## src/rtl/step_pkg.sv

```systemverilog
// Shared types and defaults for the step input conditioner.
// Counter widths are derived here so filter and repeat logic agree.
package step_pkg;

    // Step FSM: waiting for a press, or press already acknowledged.
    typedef enum logic {
        IDLE = 1'b0,
        HELD = 1'b1
    } step_state_t;

    localparam int SYNC_STAGES_DEF     = 2;
    localparam int DEBOUNCE_CYCLES_DEF = 500000;
    localparam int REPEAT_CYCLES_DEF   = 25000000;

    // Bits needed to hold 0 .. max(a,b)-1, never less than one bit.
    function automatic int cnt_width(input int a, input int b);
        int m;
        m = (a > b) ? a : b;
        return (m < 2) ? 1 : $clog2(m);
    endfunction

endpackage

```

## src/rtl/debounce_filter.sv

```systemverilog
// Synchronizer chain plus stable-count debounce for one raw input.
// A change is accepted only after DEBOUNCE_CYCLES matching samples.
module debounce_filter
    import step_pkg::*;
#(
    parameter int SYNC_STAGES     = SYNC_STAGES_DEF,
    parameter int DEBOUNCE_CYCLES = DEBOUNCE_CYCLES_DEF
) (
    input  logic clk,
    input  logic reset,
    input  logic din,
    output logic level
);

    localparam int CW = cnt_width(DEBOUNCE_CYCLES, DEBOUNCE_CYCLES);
    localparam logic [CW-1:0] TERM = CW'(DEBOUNCE_CYCLES - 1);

    logic [SYNC_STAGES-1:0] sync;
    logic [CW-1:0]          cnt;
    logic                   synced;

    assign synced = sync[SYNC_STAGES-1];

    // Shift the asynchronous input through the metastability chain.
    always_ff @(posedge clk or negedge reset) begin
        if (!reset) begin
            sync <= '0;
        end else begin
            sync <= {sync[SYNC_STAGES-2:0], din};
        end
    end

    // Count consecutive disagreeing samples; flip level at terminal count.
    always_ff @(posedge clk or negedge reset) begin
        if (!reset) begin
            level <= 1'b0;
            cnt   <= '0;
        end else if (synced == level) begin
            cnt <= '0;
        end else if (cnt == TERM) begin
            level <= synced;
            cnt   <= '0;
        end else begin
            cnt <= cnt + 1'b1;
        end
    end

endmodule

```

## src/rtl/step_conditioner.sv

```systemverilog
// Conditions the w switch and step button for the sequence detector.
// Option macro STEP_AUTOREPEAT_EN adds auto-repeat while step is held.
module step_conditioner
    import step_pkg::*;
#(
    parameter int SYNC_STAGES     = SYNC_STAGES_DEF,
    parameter int DEBOUNCE_CYCLES = DEBOUNCE_CYCLES_DEF,
    parameter int REPEAT_CYCLES   = REPEAT_CYCLES_DEF
) (
    input  logic clk,
    input  logic reset,
    input  logic w_raw,
    input  logic step_raw,
    output logic w,
    output logic step
);

    logic        pb;
    step_state_t state;

    // Out-of-range settings leave an empty marker block in the hierarchy.
    if (SYNC_STAGES < 2 || DEBOUNCE_CYCLES < 2 || REPEAT_CYCLES < 2)
    begin : g_bad_params
    end

    debounce_filter #(
        .SYNC_STAGES    (SYNC_STAGES),
        .DEBOUNCE_CYCLES(DEBOUNCE_CYCLES)
    ) u_w_filter (
        .clk  (clk),
        .reset(reset),
        .din  (w_raw),
        .level(w)
    );

    debounce_filter #(
        .SYNC_STAGES    (SYNC_STAGES),
        .DEBOUNCE_CYCLES(DEBOUNCE_CYCLES)
    ) u_pb_filter (
        .clk  (clk),
        .reset(reset),
        .din  (step_raw),
        .level(pb)
    );

`ifdef STEP_AUTOREPEAT_EN
    localparam int RW = cnt_width(DEBOUNCE_CYCLES, REPEAT_CYCLES);
    localparam logic [RW-1:0] RTERM = RW'(REPEAT_CYCLES - 1);

    logic [RW-1:0] rcnt;

    // Edge-detect the press; re-pulse every REPEAT_CYCLES while held.
    always_ff @(posedge clk or negedge reset) begin
        if (!reset) begin
            state <= IDLE;
            step  <= 1'b0;
            rcnt  <= '0;
        end else begin
            step <= 1'b0;
            unique case (state)
                IDLE: begin
                    rcnt <= '0;
                    if (pb) begin
                        state <= HELD;
                        step  <= 1'b1;
                    end
                end
                HELD: begin
                    if (!pb) begin
                        state <= IDLE;
                        rcnt  <= '0;
                    end else if (rcnt == RTERM) begin
                        step <= 1'b1;
                        rcnt <= '0;
                    end else begin
                        rcnt <= rcnt + 1'b1;
                    end
                end
            endcase
        end
    end
`else
    // Edge-detect the press: one pulse, then wait for release.
    always_ff @(posedge clk or negedge reset) begin
        if (!reset) begin
            state <= IDLE;
            step  <= 1'b0;
        end else begin
            step <= 1'b0;
            unique case (state)
                IDLE: begin
                    if (pb) begin
                        state <= HELD;
                        step  <= 1'b1;
                    end
                end
                HELD: begin
                    if (!pb) begin
                        state <= IDLE;
                    end
                end
            endcase
        end
    end
`endif

endmodule

```

## config.mk

```make
export PLATFORM = sky130hd
export DESIGN_NAME = step_conditioner
export DESIGN_NICKNAME = d
export VERILOG_FILES = /design/src/rtl/step_pkg.sv /design/src/rtl/debounce_filter.sv /design/src/rtl/step_conditioner.sv
export SDC_FILE = /design/constraint.sdc
export NUM_CORES = 1
export LEC_CHECK = 0
export CORE_MARGIN = 1
export CORE_UTILIZATION = 55
export DETAILED_ROUTE_END_ITERATION = 7
export PLACE_DENSITY_LB_ADDON = 0.05
export SLEW_MARGIN = 20
export SYNTH_ARGS = -nofsm -noshare
export SYNTH_HDL_FRONTEND = slang
export SYNTH_SLANG_ARGS = --single-unit
```

## constraint.sdc

```tcl
create_clock -name clk -period 5 [get_ports clk]
set_input_delay 1 -clock clk [delete_from_list [all_inputs] [get_ports clk]]
set_output_delay 1 -clock clk [all_outputs]
set_load 0.1 [all_outputs]
```

After elaboration in Yosys (flattened, before gate mapping)
Cells that the tools add are included.
- flip-flop bits (word level): 46
- bits of input ports: 4
- logic and storage cells: 24
- add/sub/neg operators: 2
- equal/unequal tests: 4
- mux-type cells: 6
- bitwise gates (word level): 2
- reduce and logical (&&, ||, !) cells: 2
- operators with widths (kind ; count):
    two-way mux 19 bit ; 4
    adder 19 x 1 -> 19 bit, second input constant ; 2
    == test 19 bit, second input constant ; 2
    AND reduction 2 bit ; 2
    == test 1 bit ; 2
    two-way mux 1 bit ; 2
    inverter 1 bit ; 2

Longest topological paths before layout
Gate-level depths: netlist of the first run.
- word-level depth: 3
- gate-level depth with buffers: 7
- gate-level depth less buffers: 5

Modules after synthesis
Synthesis of the first run repeated with hierarchy kept, for this count alone.
- cells, all modules: 213
- area, all modules: 2223.4 um^2
- modules (own cells, without submodules) (module ; times used ; cells each ; area an instance (um^2) ; sequential area each (um^2)):
    debounce_filter ; 2 ; 105 ; 1079.8 ; 550.5
    step_conditioner ; 1 ; 3 ; 63.8 ; 50.0

Worst setup path before layout of the first run
Ideal clock, no wire load.
- path kind: reg2out
- start: reg u_w_filter.level
- end: out w
- arrival: 922 ps
- setup slack: 3078 ps
- stages on the path, launching flop included: 1
- path through: dfrtp_1
- RTL lines (element ; RTL line ; RTL):
    from (decl) ; debounce_filter.sv:12 ; output logic level
    from (signal assigned) ; debounce_filter.sv:41 ; level <= synced;
    to (decl) ; step_conditioner.sv:14 ; output logic w,
No word-level cell between the ends.

Worst setup path in the final report of the first run
- start: reg u_w_filter.level
- end: out w
No word-level cell between the ends.

==> results of run 1 <==
-- path summary, 6_finish.rpt --
kind,from,slack [ps],depth (start not counted),endpoint
worst max-delay path,u_w_filter.level$_DFFE_PN0P_,2170,1,w
worst min-delay path,u_pb_filter.sync[0]$_DFF_PN0_,360,0,u_pb_filter.sync[1]$_DFF_PN0_
worst max register to register,u_w_filter.cnt[0]$_DFF_PN0_,2980,5,u_w_filter.cnt[2]$_DFF_PN0_
worst min register to register,u_pb_filter.sync[0]$_DFF_PN0_,360,0,u_pb_filter.sync[1]$_DFF_PN0_
max in group asynchronous,reset,3540,1,u_w_filter.cnt[15]$_DFF_PN0_
min in group asynchronous,reset,850,1,u_w_filter.level$_DFFE_PN0P_
-- per-layer routing --
metal | vias up | share of wire
li1 | 732 | -
met1 | 714 | 0.44
met2 | 11 | 0.53
met3 | 5 | 0.022
met4 | 0 | 0.012
met5 | - | 0
-- registers in the layout (all words and copies together) (netlist names) --
| name | cells |
|---|---|
| step | 1 |
| u_w_filter.level | 1 |
| u_pb_filter.cnt | 19 |
| state | 1 |
| u_pb_filter.level | 1 |
| u_w_filter.sync | 2 |
| u_w_filter.cnt | 19 |
| u_pb_filter.sync | 2 |
-- stage by stage --
step	util	hold WS [ps]
finish	0.628	357
global route	0.628	378
CTS	0.628	361
detailed placement	0.602	339
global placement	0.602	333
floorplan	-	331
-- cell usage in the layout, fill, tap and decap left out, drive strengths merged, types with 5 or more instances in the layout --
cell / instances
a21oi: 8
and4: 6
clkbuf: 5
dfrtp: 46
inv: 8
nand2: 7
nand3: 13
nand4: 12
nor2: 31
o21ai: 8
or3: 6
xnor2: 10
xor2: 18
-- power by group --
part	internal (mW)	total, mW	switching [mW]
logic	0.00607	0.0213	0.0152
registers	0.377	0.382	0.00500
clock network	0.101	0.232	0.131
-- cells by family after synthesis --
logic type | count (synthesis) | share of synthesized area
compound gates | 18 | 0.0486
mux | 2 | 0.0105
buf+inv | 11 | 0.0222
fa+ha+maj | 2 | 0.0117
simple gates | 95 | 0.254
flops | 46 | 0.538
xor+xnor | 28 | 0.115
-- area by class of cell --
type | count | area, sq um | share of cell area
Inverter | 7 | 26.3 | 0.0113
Clock buffer | 5 | 68.8 | 0.0297
Sequential cell | 46 | 1150 | 0.497
Multi-Input combinational cell | 145 | 940 | 0.406
Clock inverter | 3 | 25.0 | 0.0108
Tap cell | 48 | 60.1 | 0.0259
Timing Repair Buffer | 5 | 45.0 | 0.0194
==> flow_summary.json, run 1 <==
{
  "synthCells": 202,
  "final_max_slew_viol_count": 0,
  "cts_tree": "built",
  "synth_common_cells": "46 x dfrtp_1, 31 x nor2_1, 18 x xor2_1",
  "slew_headroom": 0.342,
  "yosysWarnings": 0,
  "cts_resized": 0,
  "vias": 1462,
  "clockRootBuffer": "clkbuf_8",
  "synth_edf_count": 0,
  "rsz0062_at_grt": "false",
  "htreeDepth": 2,
  "area_growth_pct": 8.31,
  "cp-end-kind": "output port",
  "vdd_drop_max_mv": 0.203,
  "antenna_left": 0,
  "holdBufCountCts": 0,
  "crit_chain": "clkdlybuf4s50_1",
  "worst-setup-path-type": "reg -> out",
  "setup_viol": 0,
  "setup_tns_ps": 0,
  "dp.cells": 251,
  "netlist_area_sq_um": 2140,
  "met2_usage": 0.379,
  "avgViaCountPerCell": 5.64,
  "worst_pin_slew_ps": 988,
  "setup_slack_ps": 2170,
  "numPortBuffers": 5,
  "seq_area_frac_synth": 0.538,
  "synth_top_flop_cell": "dfrtp_1",
  "synth-seq-cells": 46,
  "start_util": 0.580,
  "grt_max_degree": 47,
  "die_h_um": 64.4,
  "synth.distinct_cells": 35,
  "drt_iter0_drc": 73,
  "cts_sinks": 46,
  "synth_top_area_frac": 0.538,
  "ys_top_cells_by_area": "dfrtp_1 54%, xor2_1 7.4%, nor2_1 5.4%",
  "startpoint_type": "flip-flop",
  "grt_util_all_layers": 0.210,
  "leakage_nw": 0.978,
  "fill_cells": 318,
  "core_area_sq_um": 3690,
  "routed_wl_um": 3450,
  "fmax_mhz": 354,
  "max_stage_delay_ps": 1140,
  "nNetsFinal": 216,
  "critPathTopFamily": "buffers and inverters",
  "placed_area_sq_um": 2220,
  "use_met3": 0.0643,
  "clk_path_buf_depth": 2,
  "dieArea_sq_um": 4140,
  "firstDrtPassIters": 4,
  "synthesis.nets": 208,
  "yosys.area.top_type": "dfrtp_1",
  "fin_cells": 259,
  "fin_total_pwr_mw": 0.635,
  "pre_cts_slack_ps": 2500,
  "dp_hpwl_um": 2380,
  "drive_gt1_frac": 0.0900,
  "cp_slowest_cell": "clkdlybuf4s50_1",
  "grt.busiest_layer": "met2",
  "detail_route.wl_per_cell_um": 13.3,
  "grtUsageMet1": 0.234,
  "maxCapViolCount": 0,
  "drc": 0,
  "fin_crit_ps": 2830,
  "first_global_vias": 1560,
  "required_ps": 4000,
  "postCtsSetupRepairBufs": 0,
  "clock_latency_ps": 300,
  "gp_congestion": 0.810,
  "num_rows": 22,
  "ios": 6,
  "cts_buffers": 5,
  "ys_async_sr_fraction": 1.00,
  "die_w_um": 64.4,
  "min_path_type": "reg -> reg",
  "finalHoldViolCount": 0,
  "outcome": "finished clean",
  "grt_overflow": 0,
  "grt_pass1_wl_um": 6620,
  "timing.final.crit_share": 0.566,
  "p_per_area_nw_per_um2": 274,
  "cp.buffers_inverters": 1,
  "path_clk_slew_ps": 90,
  "synth.most_common_cell": "dfrtp_1",
  "antenna_found_initial": 0,
  "critPathArrivalTime_ps": 1830,
  "final.setup_skew_ps": 7.59,
  "antenna_cells": 0,
  "avgSynthCellArea_sq_um": 10.6,
  "critical_path.max_fanout": 3,
  "final_area_sq_um": 2320
}
(Power assumes the default switching activity.)
==> run 2, diff against run 1 <==
==> constraint.sdc (replaced) <==
create_clock -name clk -period 2.65 [get_ports clk]
set_input_delay 0.53 -clock clk [delete_from_list [all_inputs] [get_ports clk]]
set_output_delay 0.53 -clock clk [all_outputs]
set_load 0.1 [all_outputs]
==> run 2 against run 1 <==
Effect of this change:
- count of clock-buffer cells in the layout stayed put
- critical path type is now reg -> reg
- final cell count unchanged
- hold slack worse by 53 ps
- non-clock buffer count up 1
- clock skew grew 4.5 ps
- sequential power increased by 89%
- register-to-register slack worse by 2400 ps
==> flow_summary.json, run 2 (synthesis gave the netlist of run 1 again) <==
{
  "outcome": "finished clean",
  "final.setup_skew_ps": 12.1,
  "drc": 0,
  "ios": 6,
  "slew_headroom": 0.504,
  "firstDrtPassIters": 4,
  "path_clk_slew_ps": 80,
  "rsz0062_at_grt": "false",
  "grt_util_all_layers": 0.222,
  "vias": 1500,
  "cts_buffers": 5,
  "setup_tns_ps": 0,
  "rr_startpoint": "u_w_filter.cnt[0]$_DFF_PN0_",
  "grt_max_degree": 47,
  "num_rows": 22,
  "core_area_sq_um": 3690,
  "die_w_um": 64.4,
  "antenna_cells": 0,
  "cp-end-kind": "flip-flop",
  "area_growth_pct": 7.72,
  "reg2reg_to": "u_w_filter.cnt[11]$_DFF_PN0_",
  "multiInputGateArea_sq_um": 940,
  "worst-setup-path-type": "reg -> reg",
  "fin_crit_ps": 2040,
  "fin_cells": 259,
  "r2r_slack_ps": 610,
  "dp_hpwl_um": 2740,
  "drt_iter0_drc": 76,
  "avgViaCountPerCell": 5.79,
  "critPathArrivalTime_ps": 2190,
  "critical_path.max_fanout": 18,
  "maxCapViolCount": 0,
  "startpoint_type": "flip-flop",
  "leakage_nw": 0.986,
  "grt_pass1_wl_um": 6950,
  "top_regs": "u_pb_filter.cnt x19, u_w_filter.cnt x19",
  "clk_path_buf_depth": 2,
  "fill_cells": 314,
  "dp.cells": 252,
  "final_common_cell": "dfrtp_1",
  "rr_worst_depth": 5,
  "min_path_type": "in -> async",
  "p_per_area_nw_per_um2": 503,
  "htreeDepth": 2,
  "die_h_um": 64.4,
  "holdWs_ps": 303,
  "final_cell_mix": "46 x dfrtp_1, 31 x nor2_1, 18 x xor2_1",
  "timing.final.crit_share": 0.769,
  "routed_wl_um": 3810,
  "holdBufCountCts": 0,
  "pre_cts_slack_ps": 594,
  "antenna_left": 0,
  "gp_congestion": 0.851,
  "vdd_drop_max_mv": 0.383,
  "dieArea_sq_um": 4140,
  "detail_route.wl_per_cell_um": 14.7,
  "register_area_sq_um": 1150,
  "fmax_mhz": 491,
  "nNetsFinal": 217,
  "required_ps": 2800,
  "setup_viol": 0,
  "postCtsSetupRepairBufs": 0,
  "finalHoldViolCount": 0,
  "cts_tree": "built",
  "clockRootBuffer": "clkbuf_8",
  "setup_slack_ps": 613,
  "worst_pin_slew_ps": 745,
  "cts_resized": 0,
  "antenna_found_initial": 0,
  "grt_overflow": 0,
  "numPortBuffers": 5,
  "clock_latency_ps": 290,
  "worstSetupStartpoint": "u_w_filter.cnt[0]$_DFF_PN0_",
  "final_max_slew_viol_count": 0,
  "drive_gt1_frac": 0.0995,
  "start_util": 0.580,
  "cts_sinks": 46,
  "first_global_vias": 1552
}
==> run 2: metrics by stage <==
stage,instance area (sq um),utilization,power (mW)
final,2300,0.624,1.16
after global placement,2220,0.603,0.774
after detailed placement,2220,0.603,0.778
after global routing,2300,0.624,1.21
after CTS,2300,0.624,1.17
after floorplan,2140,-,0.754
==> run 2: layout make-up <==
class,count,area share
clock buffers,5,0.0299
well taps,48,0.0261
inverters,7,0.0114
multi-input cells,145,0.408
flip-flops and latches,46,0.500
repair buffers,6,0.0206
clock inverters,2,0.00435
==> run 2: worst max path at each step <==
stage / end / depth (start not counted)
2_1_floorplan: u_pb_filter.cnt[16]$_DFF_PN0_ / 5
3_3_place_gp: u_pb_filter.cnt[16]$_DFF_PN0_ / 5
3_5_place_dp: u_pb_filter.cnt[18]$_DFF_PN0_ / 5
4_1_cts: u_pb_filter.cnt[18]$_DFF_PN0_ / 5
5_1_grt: u_w_filter.cnt[5]$_DFF_PN0_ / 5
6_report: u_w_filter.cnt[11]$_DFF_PN0_ / 5
==> run 2: critical path: stages (launching register included) <==
cell and delay, ps:
dfrtp_1 390, ha_1 230, and4_1 380, nand3_1 170, o21ai_2 610, nor2_1 120
==> run 2: power by group <==
| part | leakage [nW] | switching [mW] | total (mW) | internal [mW] |
|---|---|---|---|---|
| registers | 0.629 | 0.00958 | 0.721 | 0.712 |
| clock network | 0.0438 | 0.218 | 0.395 | 0.177 |
| logic | 0.313 | 0.0287 | 0.0411 | 0.0124 |
==> run 2: per-layer routing <==
| metal | GRT usage | share of wire | vias to the layer above |
|---|---|---|---|
| met5 | 0 | 0 | - |
| met1 | 0.267 | 0.44 | 749 |
| met2 | 0.367 | 0.52 | 14 |
| met3 | 0.0661 | 0.028 | 6 |
| li1 | - | - | 731 |
| met4 | 0.0944 | 0.012 | 0 |
==> run 3, diff against run 2 <==
==> constraint.sdc (replaced) <==
create_clock -name clk -period 1.9 [get_ports clk]
set_input_delay 0.38 -clock clk [delete_from_list [all_inputs] [get_ports clk]]
set_output_delay 0.38 -clock clk [all_outputs]
set_load 0.1 [all_outputs]
==> run 3 against run 2 <==
Effect of this change:
- die area unchanged
- final cell count increased by 3.1%
- highest routed layer unchanged
- cell area increased by 4.8%
- via count decreased by 0.93%
- hold slack got worse by 160 ps
- largest cell class unchanged
==> flow_summary.json, run 3 (synthesis gave the netlist of run 1 again) <==
{
  "htreeDepth": 2,
  "min_path_type": "in -> async",
  "cts_sinks": 46,
  "crit_chain": "ha_4, nand3_1, or4_4, or3_1, a21oi_1",
  "outcome": "finished clean",
  "drive_gt1_frac": 0.137,
  "antenna_left": 0,
  "rsz0062_at_grt": "false",
  "nNetsFinal": 224,
  "dp_hpwl_um": 2640,
  "start_util": 0.580,
  "grt_pass1_wl_um": 6740,
  "detail_route.wl_per_cell_um": 14.3,
  "die_h_um": 64.4,
  "gp_congestion": 0.849,
  "fin_crit_ps": 1790,
  "setup_viol": 0,
  "vias": 1486,
  "path_clk_slew_ps": 90,
  "worst-setup-path-type": "reg -> reg",
  "avgViaCountPerCell": 5.57,
  "grt_util_all_layers": 0.217,
  "max_stage_delay_ps": 560,
  "die_w_um": 64.4,
  "clockRootBuffer": "clkbuf_8",
  "core_area_sq_um": 3690,
  "final_max_slew_viol_count": 0,
  "cts_buffers": 5,
  "grt_max_degree": 47,
  "worst_pin_slew_ps": 560,
  "cp-end-kind": "flip-flop",
  "top_regs": "u_pb_filter.cnt x19, u_w_filter.cnt x19",
  "drt_iter0_drc": 48,
  "dieArea_sq_um": 4140,
  "final_common_cell": "dfrtp_1",
  "grt_overflow": 0,
  "cp_slowest_cell": "or4_4",
  "p_per_area_nw_per_um2": 746,
  "numPortBuffers": 5,
  "final.setup_skew_ps": 7.90,
  "antenna_found_initial": 0,
  "leakage_nw": 1.04,
  "critPathArrivalTime_ps": 2010,
  "finalHoldViolCount": 0,
  "cp.buffers_inverters": 0,
  "critical_path.max_fanout": 5,
  "antenna_cells": 0,
  "clock_latency_ps": 300,
  "drc": 0,
  "slew_headroom": 0.626,
  "postCtsSetupRepairBufs": 0,
  "routed_wl_um": 3810,
  "first_global_vias": 1551,
  "timing.final.crit_share": 0.940,
  "num_rows": 22,
  "firstDrtPassIters": 4,
  "setup_tns_ps": 0,
  "final_cell_mix": "46 x dfrtp_1, 31 x nor2_1, 18 x xor2_1",
  "ios": 6,
  "clk_path_buf_depth": 2,
  "startpoint_type": "flip-flop",
  "maxCapViolCount": 0,
  "holdWs_ps": 141,
  "required_ps": 2130,
  "fmax_mhz": 560,
  "critPathTopFamily": "simple AND/OR/NAND/NOR gates",
  "area_growth_pct": 12.9,
  "vdd_drop_max_mv": 0.471,
  "cts_tree": "built",
  "fill_cells": 311
}
==> run 3: cell types whose count changed in the layout (fill, tap and decap cells not counted) <==
cell       delta
clkinv_2      -1
buf_12        +1
ha_4          +1
ha_1          -1
buf_4         +6
bufinv_16     +1
inv_6         +1
==> run 3: final timing paths <==
kind	endpoint	from	cells past startpoint	slack, ps
hold reg to reg	u_pb_filter.sync[1]$_DFF_PN0_	u_pb_filter.sync[0]$_DFF_PN0_	0	360
setup / recovery	u_pb_filter.cnt[16]$_DFF_PN0_	u_pb_filter.cnt[0]$_DFF_PN0_	5	110
max in group asynchronous	u_pb_filter.cnt[15]$_DFF_PN0_	reset	2	1370
min in group clk	u_pb_filter.sync[1]$_DFF_PN0_	u_pb_filter.sync[0]$_DFF_PN0_	0	360
hold / removal	u_w_filter.level$_DFFE_PN0P_	reset	2	140
setup reg to reg	u_pb_filter.cnt[16]$_DFF_PN0_	u_pb_filter.cnt[0]$_DFF_PN0_	5	110
==> run 3: what timing repair did <==
action | CTS | global route
hold buffers | 0 | 0
endpoints found under the hold margin | 0 | 0
endpoints found under the setup margin | 0 | 1
gates resized for setup | 0 | 2
==> run 3: worst reg2reg max path: stages, from the launching register on <==
cell,delay (ps)
dfrtp_1,430
ha_4,170
nand3_1,90
or4_4,560
or3_1,320
a21oi_1,150
==> run 3: layout make-up <==
class	count	area, sq um	area share
inverters	7	26.3	0.0109
multi-input cells	145	952	0.394
clock inverters	3	43.8	0.0181
repair buffers	13	113	0.0466
flip-flops and latches	46	1150	0.477
well taps	48	60.1	0.0249
clock buffers	5	68.8	0.0285
==> run 3: metrics by stage <==
step                      instances  worst slack (ps)  instance area (sq um)   util  power [mW]
after floorplan                 202              94.1                   2140      -        1.05
after global placement          259               153                   2290  0.621        1.08
after detailed placement        259              81.4                   2290  0.621        1.09
after CTS                       267              64.3                   2400  0.651        1.82
after global routing            267              14.4                   2410  0.655        1.88
final                           267               115                   2410  0.655        1.80
==> run 3: per-layer routing <==
layer,vias up,share of wire,routed length (um),track usage
li1,741,-,-,-
met1,722,0.43,1660,0.248
met2,15,0.52,2000,0.378
met3,8,0.021,80,0.0429
met4,0,0.019,74,0.119
met5,-,0,0,0
==> run 3: report_power, final <==
part | leakage (nW) | internal, mW | switching, mW
Combinational | 0.348 | 0.0231 | 0.0412
Clock | 0.0585 | 0.394 | 0.337
Sequential | 0.629 | 0.993 | 0.0146
Total | 1.04 | 1.41 | 0.393
